--- src/rtl/clk_div_prog.sv ---
// Programmable clock divider: registered divided clock plus start-of-period tick,
// with a pending-divisor handshake that swaps the divisor only at a period boundary.
module clk_div_prog #(
  parameter int DIV_W       = 8,
  parameter int DEFAULT_DIV = 2
) (
  input  logic             clock,
  input  logic             reset,
  input  logic             enable,
  input  logic [DIV_W-1:0] div_val,
  input  logic             div_load,
  output logic             div_ack,
  output logic             div_err,
  output logic             busy,
  output logic [DIV_W-1:0] cur_div,
  output logic             clk_out,
  output logic             tick
);

  localparam logic [DIV_W-1:0] DEF_DIV = DIV_W'(DEFAULT_DIV);
  localparam logic [DIV_W-1:0] ONE     = DIV_W'(1);

  logic [DIV_W-1:0] cnt_q, cnt_d;
  logic [DIV_W-1:0] div_q, div_d;
  logic [DIV_W-1:0] pend_q, pend_d;
  logic             busy_q, busy_d;
  logic             clk_out_q, clk_out_d;
  logic             tick_q, tick_d;
  logic             ack_q, ack_d;
  logic             err_q, err_d;
  logic             wrap, apply, load_ok;

  always_comb begin
    wrap    = enable && (cnt_q == div_q - ONE);
    // A frozen divider has no boundary to wait for, so a pending value applies at once.
    apply   = busy_q && (wrap || !enable);
    load_ok = div_load && (div_val != '0);

    cnt_d  = cnt_q;
    div_d  = div_q;
    pend_d = pend_q;
    busy_d = busy_q;

    if (apply) begin
      div_d = pend_q;
      cnt_d = '0;
    end else if (enable) begin
      cnt_d = wrap ? '0 : cnt_q + ONE;
    end

    // A load landing on the apply edge stays pending for the next boundary.
    if (load_ok) begin
      pend_d = div_val;
      busy_d = 1'b1;
    end else if (apply) begin
      busy_d = 1'b0;
    end

    clk_out_d = (cnt_d >= (div_d >> 1));
    tick_d    = wrap;
    ack_d     = apply;
    err_d     = div_load && (div_val == '0);
  end

  always_ff @(posedge clock) begin
    if (reset) begin
      cnt_q     <= '0;
      div_q     <= DEF_DIV;
      pend_q    <= '0;
      busy_q    <= 1'b0;
      clk_out_q <= (DEF_DIV == ONE);
      tick_q    <= 1'b0;
      ack_q     <= 1'b0;
      err_q     <= 1'b0;
    end else begin
      cnt_q     <= cnt_d;
      div_q     <= div_d;
      pend_q    <= pend_d;
      busy_q    <= busy_d;
      clk_out_q <= clk_out_d;
      tick_q    <= tick_d;
      ack_q     <= ack_d;
      err_q     <= err_d;
    end
  end

  assign div_ack = ack_q;
  assign div_err = err_q;
  assign busy    = busy_q;
  assign cur_div = div_q;
  assign clk_out = clk_out_q;
  assign tick    = tick_q;

endmodule

--- config.mk ---
export PLATFORM = sky130hd
export DESIGN_NAME = clk_div_prog
export DESIGN_NICKNAME = d
export VERILOG_FILES = /design/src/rtl/clk_div_prog.sv
export SDC_FILE = /design/constraint.sdc
export NUM_CORES = 1
export LEC_CHECK = 0
export CORE_MARGIN = 2
export CORE_UTILIZATION = 40
export DETAILED_ROUTE_END_ITERATION = 12
export DONT_BUFFER_PORTS = 1
export GPL_TIMING_DRIVEN = 0
export PLACE_DENSITY = 0.64
export SETUP_SLACK_MARGIN = 0.5
export SKIP_LAST_GASP = 1
export SYNTH_ARGS = -nofsm -noshare
export SYNTH_HDL_FRONTEND = slang
export SYNTH_SLANG_ARGS = --single-unit
--- constraint.sdc ---
create_clock -name clock -period 9.9 [get_ports clock]
set_input_delay 0.99 -clock clock [delete_from_list [all_inputs] [get_ports clock]]
set_output_delay 0.99 -clock clock [all_outputs]
set_load 0.005 [all_outputs]
# [Yosys cells after proc, flatten, opt, wreduce, memory -nomap -nowiden]
# Index checks and enable logic that the tools add are counted.
[classes] n_eq_ne=1 n_lt_le_gt_ge=1 n_addsub=2 reduce_logical=9 mux=6 bitwise_logic=0 shifts=0 div_mod_pow=0 multipliers=0
[op_table] op="8-bit 2-to-1 mux" n=4
[op_table] op="8-bit by 1-bit adder with 8-bit output (second input constant)" n=1
[op_table] op="8-bit == test" n=1
[op_table] op="8-bit by 7-bit greater-or-equal comparator with 1-bit output" n=1
[op_table] op="8-bit zero test" n=1
[op_table] op="8-bit nonzero test" n=1
[op_table] op="8-bit by 1-bit subtractor with 8-bit output (second input constant)" n=1
[op_table] op="1-bit logical AND" n=4
[op_table] op="1-bit 2-to-1 mux" n=2
[op_table] op="2-bit nonzero test" n=1
[op_table] op="1-bit zero test" n=1
[op_table] op="1-bit logical OR" n=1
[totals] register_bits=29 in_bits=12 ram_bits=0 mem_count=0 latch_bits=0 romBits=0

# [Depth between registers and ports, before layout]
# Gate-level depths: netlist of run 1.
[logic_depth] depth_word=7 mapped_depth=15

# [Worst setup path before layout of run 1]
# No wires, ideal clock.
[synth_path] kind="input to register" startpoint="in enable" endpoint="reg clk_out_q, in the netlist clk_out" t_required_ns=9.761 arrival_ns=3.123 setup_time_ns=0.139 cell_stages=12 path_buffers=1 slack_ns=6.637 path_cell_list="clkbuf_1 inv_1 a31oi_1 nor2_4 mux2_1 ha_1 nand2b_1 a21o_1 a21o_1 a21oi_1 o21a_1 o22ai_1"
[synth_via] elab_chain_len=5 elab_cells_between_ends=9 cone_classes="order compare (1); mux (4); reduce/logical (4)"
[synth_rtl] element="from (decl)" line="9" text="input logic enable,"
[synth_rtl] element="1-bit logical AND or 1-bit zero test (tied branches)" line="34, 36"
[synth_rtl] element="1-bit logical OR (*)" line="36" text="apply = busy_q && (wrap || !enable);"
[synth_rtl] element="1-bit logical AND (*)" line="36"
[synth_rtl] element="8-bit 2-to-1 mux (*)" line="44" text="if (apply) begin"
[synth_rtl] element="via div_d[1]" line="24" text="logic [DIV_W-1:0] div_q, div_d;"
[synth_rtl] element="8-bit by 7-bit greater-or-equal comparator with 1-bit output (*)" line="59" text="clk_out_d = (cnt_d >= (div_d >> 1));"
[synth_rtl] element="to (signal assigned)" line="71" text="clk_out_q <= (DEF_DIV == ONE);"
[synth_rtl] element="to (signal assigned)" line="80" text="clk_out_q <= clk_out_d;"
[synth_rtl] element="to (decl)" line="27" text="logic clk_out_q, clk_out_d;"
# The timed path passes the listed nets; every way through them passes the cells marked *.
# A chain may end at the register's enable or synchronous reset.

# [Worst setup path in the final report of run 1]
[layout_path] startpoint="reg div_q[0], in the netlist cur_div[0]" endpoint="reg clk_out_q, in the netlist clk_out"
[layout_via] elab_chain_len=7 elab_cells_between_ends=10 cone_classes="add/sub (1); order compare (1); eq/ne (1); mux (4); reduce/logical (3)"
[layout_rtl] element="from (decl)" line="24"
[layout_rtl] element="from (signal assigned)" line="77" text="div_q <= div_d;"
[layout_rtl] element="8-bit by 1-bit subtractor with 8-bit output" line="34" text="wrap = enable && (cnt_q == div_q - ONE);"
[layout_rtl] element="8-bit == test" line="34"
[layout_rtl] element="1-bit logical AND" line="34"
[layout_rtl] element="1-bit logical OR" line="36"
[layout_rtl] element="1-bit logical AND" line="36"
[layout_rtl] element="8-bit 2-to-1 mux" line="44"
[layout_rtl] element="via div_d[1]" line="24"
[layout_rtl] element="8-bit by 7-bit greater-or-equal comparator with 1-bit output" line="59"
# The timed path passes the listed nets, and every way through them passes these cells.

==> flow_summary_export.csv, run 1 <==
group,metric,value,unit
run_status,status,"finished clean",
timing,relSlewSlack,58.2,%
power,ir_drop,0.0788,mV
clock_tree,cts_sinks,29,
synth,synth_area,0.00170,mm^2
finish,diodes,0,
power,total_power,0.276,mW
grt,grt_overflow_total,0,
place,place.gp.congestion,0.791,
synth,synth_cell_types,42,
drt,vias,1305,
critical_path,path_cells,"inv_1 > ha_1 > or3b_1 > nor3_1 > xnor2_1 > a31oi_1 > nor2_4 > mux2_1 > ha_1 > nand2b_1 > a21o_1 > a21o_1 > a21oi_1 > o21a_1 > o22ai_1",
timing,hold_viol,0,
critical_path,cp-end-kind,"flip-flop",
critical_path,slowest_delay,0.40,ns
place,dpl_cell_area,0.00176,mm^2
finish,final_nets,222,
critical_path,r2r_setup_slack,6.37,ns
synth,synth_top_area_cell,"dfxtp_1",
die,core,0.00403,mm^2
timing,rsz0062_at_grt,"no",
drt,drt_iter0_markers,34,
place,port_buffers,0,
die,core.rowCount,23,
drt,drt_first_pass_iters,4,
finish,areaGrowthSynthToFinish,9.65,%
power,p_leak,0.676,nW
flow_run,max_cap_violations,0,
timing,slew_violations,0,
synth,yosysSeqAreaShare,34.2,%
critical_path,critPathMaxFanout,7,
clock_tree,clkTransAtPathRegs,0.06,ns
timing,fin_setup_tns,0,ns
clock_tree,ctsHoldBuffers,0,
grt,first_global_vias,1221,
synth,synth_commonest_cells,"dfxtp_1, nand2_1, nand2b_1",
finish,fin_area,0.00186,mm^2
drt,wl_per_cell,13.3,um
timing,finalCriticalPeriod,3.53,ns
die,die_area,0.00478,mm^2
synth,yosysMostFrequentCell,"dfxtp_1",
critical_path,r2r_start,"cur_div[0]$_SDFFE_PP0N_",
drt,route.detailed.drc,0,
clock_tree,cts_resized,0,
critical_path,cpMaxStageDelayCell,"dfxtp_1",
critical_path,rr_worst_depth,15,
drt,wirelength,3340,um
die,die_h,69.2,um
timing,hold-worst-slack,0.475,ns
critical_path,crit_required,10.04,ns
synth,ys_ff_latch,29,
timing,post-route-period-util,35.7,%
place,place_hpwl,2590,um
synth,syn_inst,194,
clock_tree,cts_tree,"built",
critical_path,crit_end,"clk_out$_SDFF_PP0_",
timing,finalClockSkew,0.00536,ns
die,start_util,42.1,%
drt,ant_nets,0,
synth,yosysTopAreaCellShare,34.2,%
finish,drive_gt1_share,8.91,%
synth,avgSynthCellArea,8.75,um^2
min_path,hp-class,"reg -> reg",
synth,ys.flop_type,"dfxtp_1",
grt,antenna_found_initial,0,
die,io_pins,25,
critical_path,crit_start,"cur_div[0]$_SDFFE_PP0N_",
drt,vias_per_cell,5.18,
power,power_density,148,mW/mm^2
finish,postLayoutCoreUtil,46.2,%
synth,yosys_warnings,0,
synth,synth_enable_flop_cells,0,
timing,setup_viol,0,
clock_tree,clkLatencyLatePin,0.28,ns
timing,fmax,0.283,GHz
clock_tree,cts_setup_buffers,0,
synth,syn_nets,215,
grt,grt.total_usage,15.2,%
grt,grt_max_degree,11,
synth,ys_top_cells_by_area,"dfxtp_1, mux2i_1, ha_1, nand2b_1, xnor2_1",
clock_tree,root_buffer,"clkbuf_8",
grt,grt_pass1_wl,5750,um
clock_tree,clk_path_buf_depth,2,
critical_path,crit_arrival,3.67,ns
critical_path,reg2reg_to,"clk_out$_SDFF_PP0_",
critical_path,startpoint_type,"flip-flop",
synth,postSynth.asyncResetShare,0,%
timing,tightest_slew,0.627,ns
clock_tree,cts_max_level,2,
die,die_w,69.2,um
clock_tree,cts_made_buffers,5,
critical_path,path_class,"reg -> reg",
==> critical path, delay by kind of cell (launching register included) <==
kind / cells / cell delay (ns)
simple gates: 4 / 0.99
mux: 1 / 0.36
compound gates: 6 / 0.90
xor+xnor: 1 / 0.19
buf+inv: 1 / 0.10
fa+ha+maj: 2 / 0.44
flops: 1 / 0.40
==> layout by cell type, fill, tap and decap left out, types with 7 or more instances in the layout <==
cell type   n
a21oi_1    11
clkbuf_8    7
dfxtp_1    29
ha_1        9
mux2i_1    14
nand2_1    21
nand2b_1   17
nor2_1     16
nor3_1      8
xnor2_1    10
==> registers in the layout, indices dropped and copies added (netlist names) <==
register and count:
cur_div 8, tick 1, pend_q 8, div_ack 1
div_err 1, busy 1, clk_out 1, cnt_q 8
==> per-stage QoR <==
step                setup slack [ns]  std cells
finish                          6.37        252
global route                    6.09        252
floorplan                       6.64        194
detailed placement              6.34        244
CTS                             6.33        252
global placement                6.35        244
==> layout make-up <==
class	count	area [um^2]
inverter	5	18.8
buffer	9	48.8
tap	50	62.6
clock buffer	7	96.3
multi-input combinational	151	1050
sequential	29	581
clock inverter	1	5.00
fill	431	2170
==> cells by family after synthesis <==
family	count (synthesis)	synth area share, %
simple gates	86	27.2
flops	29	34.2
compound gates	27	11.9
mux	15	8.92
xor+xnor	14	7.22
buf+inv	14	3.98
fa+ha+maj	9	6.63
==> worst min-delay path by stage <==
stage / startpoint / to / slack (ns) / cells after the start
floorplan: pend_q[1]$_SDFFE_PP0P_ / pend_q[1]$_SDFFE_PP0P_ / 0.45 / 2
global placement: pend_q[1]$_SDFFE_PP0P_ / pend_q[1]$_SDFFE_PP0P_ / 0.47 / 2
detailed placement: pend_q[1]$_SDFFE_PP0P_ / pend_q[1]$_SDFFE_PP0P_ / 0.47 / 2
CTS: pend_q[1]$_SDFFE_PP0P_ / pend_q[1]$_SDFFE_PP0P_ / 0.48 / 2
global route: pend_q[3]$_SDFFE_PP0P_ / pend_q[3]$_SDFFE_PP0P_ / 0.50 / 2
finish: pend_q[3]$_SDFFE_PP0P_ / pend_q[3]$_SDFFE_PP0P_ / 0.48 / 2
==> routing by layer <==
metal / wire, um / global-route usage, %
met1: 1690 / 20.3
met3: 181 / 5.99
met2: 1430 / 22.4
met4: 42 / 5.23
met5: 0 / 0
==> power by group <==
group	leakage, nW	switching [mW]	internal [mW]	total, mW
clock network	0.0542	0.0453	0.0627	0.108
logic	0.386	0.0213	0.0191	0.0404
registers	0.236	0.00585	0.122	0.128
total	0.676	0.0724	0.204	0.276
Note: power is estimated with default switching activity, not from simulation.
==> run 2, diff against run 1 <==
==> constraint.sdc (replaced) <==
create_clock -name clock -period 3.7 [get_ports clock]
set_input_delay 0.37 -clock clock [delete_from_list [all_inputs] [get_ports clock]]
set_output_delay 0.37 -clock clock [all_outputs]
set_load 0.005 [all_outputs]
==> run 2 against run 1 <==
  * Non-clock buffer count up 12
  * Register-to-register slack worse by 5.8 ns
  * Largest power group unchanged
  * Worst hold slack got worse by 0.25 ns
  * Fmax grew 14%
  * Critical path depth down 1
  * Highest routed layer unchanged
  * Power rose to 2.9 times the previous value
  * Worst setup slack got worse by 5.8 ns
  * Largest cell class unchanged
  * Critical path type unchanged
  * Sequential share of layout area is 3.1 points lower
  * Sequential cell count unchanged
  * First-iteration DRC count is 47% higher
  * Sequential power grew to 2.7 times the previous value
  * Via count grew 5.7%
==> flow_summary_export.csv, run 2 (synthesized netlist as in run 1, its figures left out) <==
group,metric,value,unit
grt,grt_overflow_total,0,
drt,wirelength,3690,um
grt,grt_max_degree,11,
timing,hold-worst-slack,0.221,ns
critical_path,r2r_start,"cur_div[0]$_SDFFE_PP0N_",
clock_tree,cts_tree,"built",
finish,final_nets,234,
drt,route.detailed.drc,0,
finish,diodes,0,
clock_tree,cts_made_buffers,5,
grt,grt.total_usage,16.4,%
timing,fmax,0.322,GHz
critical_path,critPathMaxFanout,7,
die,core.rowCount,23,
drt,wl_per_cell,14.0,um
power,p_switching,0.212,mW
die,die_h,69.2,um
finish,drive_gt1_share,24.3,%
power,ir_drop,0.210,mV
power,power_density,377,mW/mm^2
grt,grt_pass1_wl,6150,um
finish,final_cell_mix,"dfxtp_1, nand2_1, nor2_1, nand2b_1, mux2i_1",
timing,slew_violations,0,
clock_tree,cts_sinks,29,
power,internal_power,0.578,mW
power,seqPwrFrac,43.4,%
critical_path,slowest_delay,0.56,ns
finish,areaGrowthSynthToFinish,23.4,%
critical_path,crit_buf_inv,3,
finish,final_common_cell,"dfxtp_1",
drt,ant_nets,0,
power,p_clk_share,36.5,%
drt,drt_first_pass_iters,4,
clock_tree,clkTransAtPathRegs,0.06,ns
timing,finalClockSkew,0.00717,ns
finish,fin_cells,264,
clock_tree,cts_max_level,2,
critical_path,startpoint_type,"flip-flop",
timing,setup_viol,0,
critical_path,cpLargestDelayFamily,"compound AO/OA/AOI/OAI gates",
min_path,hp-start,"div_val[2]",
power,p_leak,0.772,nW
die,die_w,69.2,um
place,port_buffers,0,
timing,rsz0062_at_grt,"yes",
die,io_pins,25,
timing,hold_viol,0,
power,power.share.combinational,20.2,%
power,power.share.switching,26.9,%
grt,first_global_vias,1306,
die,start_util,42.1,%
min_path,hp-class,"in -> reg",
critical_path,path_cells,"or4_1 > o221ai_2 > nand2_2 > o31ai_4 > nor2_4 > buf_6 > buf_8 > buf_4 > mux2i_2 > ha_1 > a21o_1 > a21oi_1 > o21a_1 > o22ai_2",
critical_path,crit_arrival,3.24,ns
die,core,0.00403,mm^2
drt,drt_iter0_markers,50,
place,placed_cells,244,
timing,relSlewSlack,56.0,%
critical_path,cpMaxStageDelayCell,"or4_1",
place,place_hpwl,2590,um
critical_path,path_class,"reg -> reg",
run_status,status,"finished clean",
place,place.gp.congestion,0.791,
flow_run,max_cap_violations,0,
clock_tree,ctsHoldBuffers,0,
clock_tree,clkLatencyLatePin,0.29,ns
timing,post-route-period-util,83.9,%
power,total_power,0.790,mW
critical_path,crit_start,"cur_div[0]$_SDFFE_PP0N_",
critical_path,cp-end-kind,"flip-flop",
drt,vias_per_cell,5.23,
die,die_area,0.00478,mm^2
drt,vias,1380,
clock_tree,root_buffer,"clkbuf_8",
clock_tree,clk_path_buf_depth,2,
critical_path,crit_required,3.84,ns
grt,antenna_found_initial,0,
timing,finalCriticalPeriod,3.11,ns
timing,tightest_slew,0.660,ns
timing,fin_setup_tns,0,ns
run 2: power by group through the flow:
stage               combinational [mW]  sequential (mW)  clock (mW)
floorplan                       0.0917            0.344           0
global placement                 0.108            0.348           0
detailed placement               0.109            0.348           0
CTS                              0.136            0.341       0.301
global route                     0.175            0.345       0.316
finish                           0.159            0.342       0.288
run 2: metrics by stage:
step | setup WS, ns | util, % | instance area (um^2)
2_1_floorplan | 0.527 | - | 1700
3_3_place_gp | 0.146 | 43.7 | 1760
3_5_place_dp | 0.160 | 43.7 | 1760
4_1_cts | 0.509 | 49.3 | 1980
5_1_grt | 0.459 | 52.0 | 2100
6_report | 0.595 | 52.0 | 2100
run 2: path summary, 6_finish.rpt:
path / to / slack, ns / cells past startpoint
worst max-delay path: clk_out$_SDFF_PP0_ / 0.59 / 14
worst min-delay path: pend_q[2]$_SDFFE_PP0P_ / 0.22 / 2
worst max register to register: clk_out$_SDFF_PP0_ / 0.59 / 14
worst min register to register: pend_q[3]$_SDFFE_PP0P_ / 0.47 / 2
run 2: area by class of cell:
| type | instances | area, um^2 |
|---|---|---|
| clock buffers | 7 | 96.3 |
| repair buffers | 12 | 93.8 |
| flip-flops and latches | 29 | 589 |
| well taps | 50 | 62.6 |
| inverters | 5 | 23.8 |
| plain buffers | 9 | 52.6 |
| multi-input cells | 151 | 1170 |
| fillers | 405 | 1930 |
| clock inverters | 1 | 5.00 |
run 2: repair_timing:
action | 4_1_cts | 5_1_grt
hold endpoints to repair | 0 | 0
setup endpoints to repair | 1 | 1
pin swaps | 8 | 11
setup buffers | 9 | 3
gates resized for setup | 14 | 18
run 2: metal layers:
metal / routed length, um / vias up / track usage (%) / part of all wire, %
li1: - / 713 / - / -
met1: 1770 / 634 / 21.2 / 48
met2: 1700 / 28 / 25.3 / 46
met3: 176 / 5 / 5.99 / 4.8
met4: 42 / 0 / 5.23 / 1.1
met5: 0 / - / 0 / 0
==> run 3, diff against run 2 <==
--- a/config.mk
+++ b/config.mk
@@ -10,7 +10,7 @@
 export DETAILED_ROUTE_END_ITERATION = 12
 export DONT_BUFFER_PORTS = 1
 export GPL_TIMING_DRIVEN = 0
-export PLACE_DENSITY = 0.64
+export PLACE_DENSITY = 0.66
 export SETUP_SLACK_MARGIN = 0.5
 export SKIP_LAST_GASP = 1
 export SYNTH_ARGS = -nofsm -noshare
==> constraint.sdc (replaced) <==
create_clock -name clock -period 2.6 [get_ports clock]
set_input_delay 0.26 -clock clock [delete_from_list [all_inputs] [get_ports clock]]
set_output_delay 0.26 -clock clock [all_outputs]
set_load 0.005 [all_outputs]
==> run 3 against run 2 <==
  * The flow now finishes with violations (setup timing)
  * Cell area increased by 4.9%
  * Sequential share of layout area down 1.3 points
  * Global-route usage is 0.75 points higher
  * Combinational power grew 65%
  * Clock-buffer cell count decreased by 1
  * Die area unchanged
  * Sequential power rose by 42%
  * Utilization grew 2.5 points
  * Non-clock buffer count increased by 12
  * Critical path depth increased by 1
==> flow_summary_export.csv, run 3 (synthesized netlist as in run 1, its figures left out) <==
group,metric,value,unit
grt,gr-usage-met2,28.5,%
die,core.rowCount,23,
drt,wirelength,3900,um
finish,final_nets,246,
timing,setup_viol,1,
clock_tree,cts_sinks,29,
timing,tightest_slew,0.665,ns
finish,final_common_cell,"dfxtp_1",
min_path,hp-class,"in -> reg",
drt,vias,1420,
critical_path,r2r_start,"cur_div[1]$_SDFF_PP1_",
timing,finalCriticalPeriod,3.05,ns
die,die_area,0.00478,mm^2
place,place_hpwl,2670,um
critical_path,reg2reg_to,"clk_out$_SDFF_PP0_",
power,p_leak,0.825,nW
grt,antenna_found_initial,0,
finish,fin_area,0.00220,mm^2
timing,fin_setup_tns,-0.450,ns
finish,areaGrowthSynthToFinish,29.5,%
timing,setup_ws,-0.450,ns
critical_path,r2r_setup_slack,-0.45,ns
finish,postLayoutCoreUtil,54.6,%
grt,use_met1,20.8,%
drt,ant_nets,0,
drt,route.detailed.drc,0,
finish,fin_cells,276,
finish,drive_gt1_share,27.4,%
finish,n_fill_cell,382,
clock_tree,clkLatencyLatePin,0.28,ns
grt,busiest_layer,"met2",
critical_path,crit_arrival,3.18,ns
finish,final_cell_mix,"dfxtp_1, nand2_1, nand2b_1, nor2_1, mux2i_1",
die,die_h,69.2,um
grt,grt_pass1_wl,6510,um
die,start_util,42.1,%
finish,diodes,0,
timing,finalClockSkew,0.00309,ns
drt,drt_first_pass_iters,4,
critical_path,rr_worst_depth,15,
timing,hold_viol,0,
clock_tree,cts_tree,"built",
drt,vias_per_cell,5.14,
place,dpl_cell_area,0.00182,mm^2
timing,hold-worst-slack,0.112,ns
critical_path,path_class,"reg -> reg",
power,total_power,1.11,mW
min_path,hp-start,"div_val[4]",
grt,grt.total_usage,17.1,%
timing,rsz0062_at_grt,"yes",
timing,fmax,0.328,GHz
critical_path,crit_required,2.73,ns
clock_tree,clk_path_buf_depth,2,
die,die_w,69.2,um
run_status,status,"finished with violations",
critical_path,startpoint_type,"flip-flop",
min_path,holdPathEnd,"pend_q[4]$_SDFFE_PP0P_",
critical_path,cp-end-kind,"flip-flop",
run_status,violations,"setup timing",
die,io_pins,25,
die,core,0.00403,mm^2
grt,grt_overflow_total,0,
place,post-place-ws,-0.681,ns
power,ir_drop,0.355,mV
clock_tree,cts_max_level,2,
grt,grt_max_degree,11,
timing,post-route-period-util,117,%
drt,drt_iter0_markers,51,
clock_tree,root_buffer,"clkbuf_8",
min_path,holdPathStages,2,
grt,first_global_vias,1448,
place,placed_cells,244,
grt,use_met3,4.39,%
place,place.gp.congestion,0.839,
critical_path,critPathMaxFanout,7,
place,port_buffers,0,
power,power_density,504,mW/mm^2
drt,wl_per_cell,14.1,um
flow_run,max_cap_violations,0,
timing,relSlewSlack,55.6,%
timing,slew_violations,0,
clock_tree,clkTransAtPathRegs,0.06,ns
clock_tree,cts_made_buffers,5,
==> run 3: repair_timing <==
action | CTS | global route
endpoints found under the setup margin | 11 | 16
hold buffers | 0 | 0
setup buffers | 17 | 7
cloned | 0 | 0
resized for setup | 16 | 12
pin swaps | 7 | 11
==> run 3: final cells by class <==
class | count | area (um^2) | area share (%)
clock inverters | 2 | 10.0 | 0.455
multi-input cells | 151 | 1160 | 53.0
inverters | 5 | 21.3 | 0.968
repair buffers | 24 | 225 | 10.2
well taps | 50 | 62.6 | 2.85
flip-flops and latches | 29 | 589 | 26.8
plain buffers | 9 | 52.6 | 2.39
clock buffers | 6 | 72.6 | 3.30
==> run 3: worst max-delay path by stage <==
stage | startpoint | end | slack (ns)
3_5_place_dp | cur_div[1]$_SDFF_PP1_ | clk_out$_SDFF_PP0_ | -0.68
5_1_grt | cur_div[0]$_SDFFE_PP0N_ | clk_out$_SDFF_PP0_ | -0.59
4_1_cts | cur_div[1]$_SDFF_PP1_ | clk_out$_SDFF_PP0_ | -0.48
6_report | cur_div[1]$_SDFF_PP1_ | clk_out$_SDFF_PP0_ | -0.45
3_3_place_gp | cur_div[1]$_SDFF_PP1_ | clk_out$_SDFF_PP0_ | -0.65
2_1_floorplan | cur_div[1]$_SDFF_PP1_ | clk_out$_SDFF_PP0_ | -0.37
==> run 3: critical path: stages (launching register included) <==
cell	delay [ns]
dfxtp_4	0.38
inv_4	0.06
ha_4	0.12
or3b_4	0.39
nor3_4	0.15
xnor2_2	0.17
a31oi_4	0.14
nor2_4	0.18
mux2_4	0.33
ha_4	0.21
nand2b_4	0.13
a21o_1	0.14
a21o_1	0.16
a21oi_2	0.14
o21a_1	0.13
o22ai_1	0.07
==> run 3: per-layer routing <==
layer | up-vias | part of all wire [%]
li1 | 736 | -
met1 | 651 | 46
met2 | 28 | 48
met3 | 5 | 4.6
met4 | 0 | 1.5
met5 | - | 0
==> run 3: power breakdown <==
part | internal [mW] | total [mW] | switching [mW]
clock network | 0.185 | 0.359 | 0.174
logic | 0.148 | 0.263 | 0.115
registers | 0.463 | 0.487 | 0.0242
total | 0.796 | 1.11 | 0.313
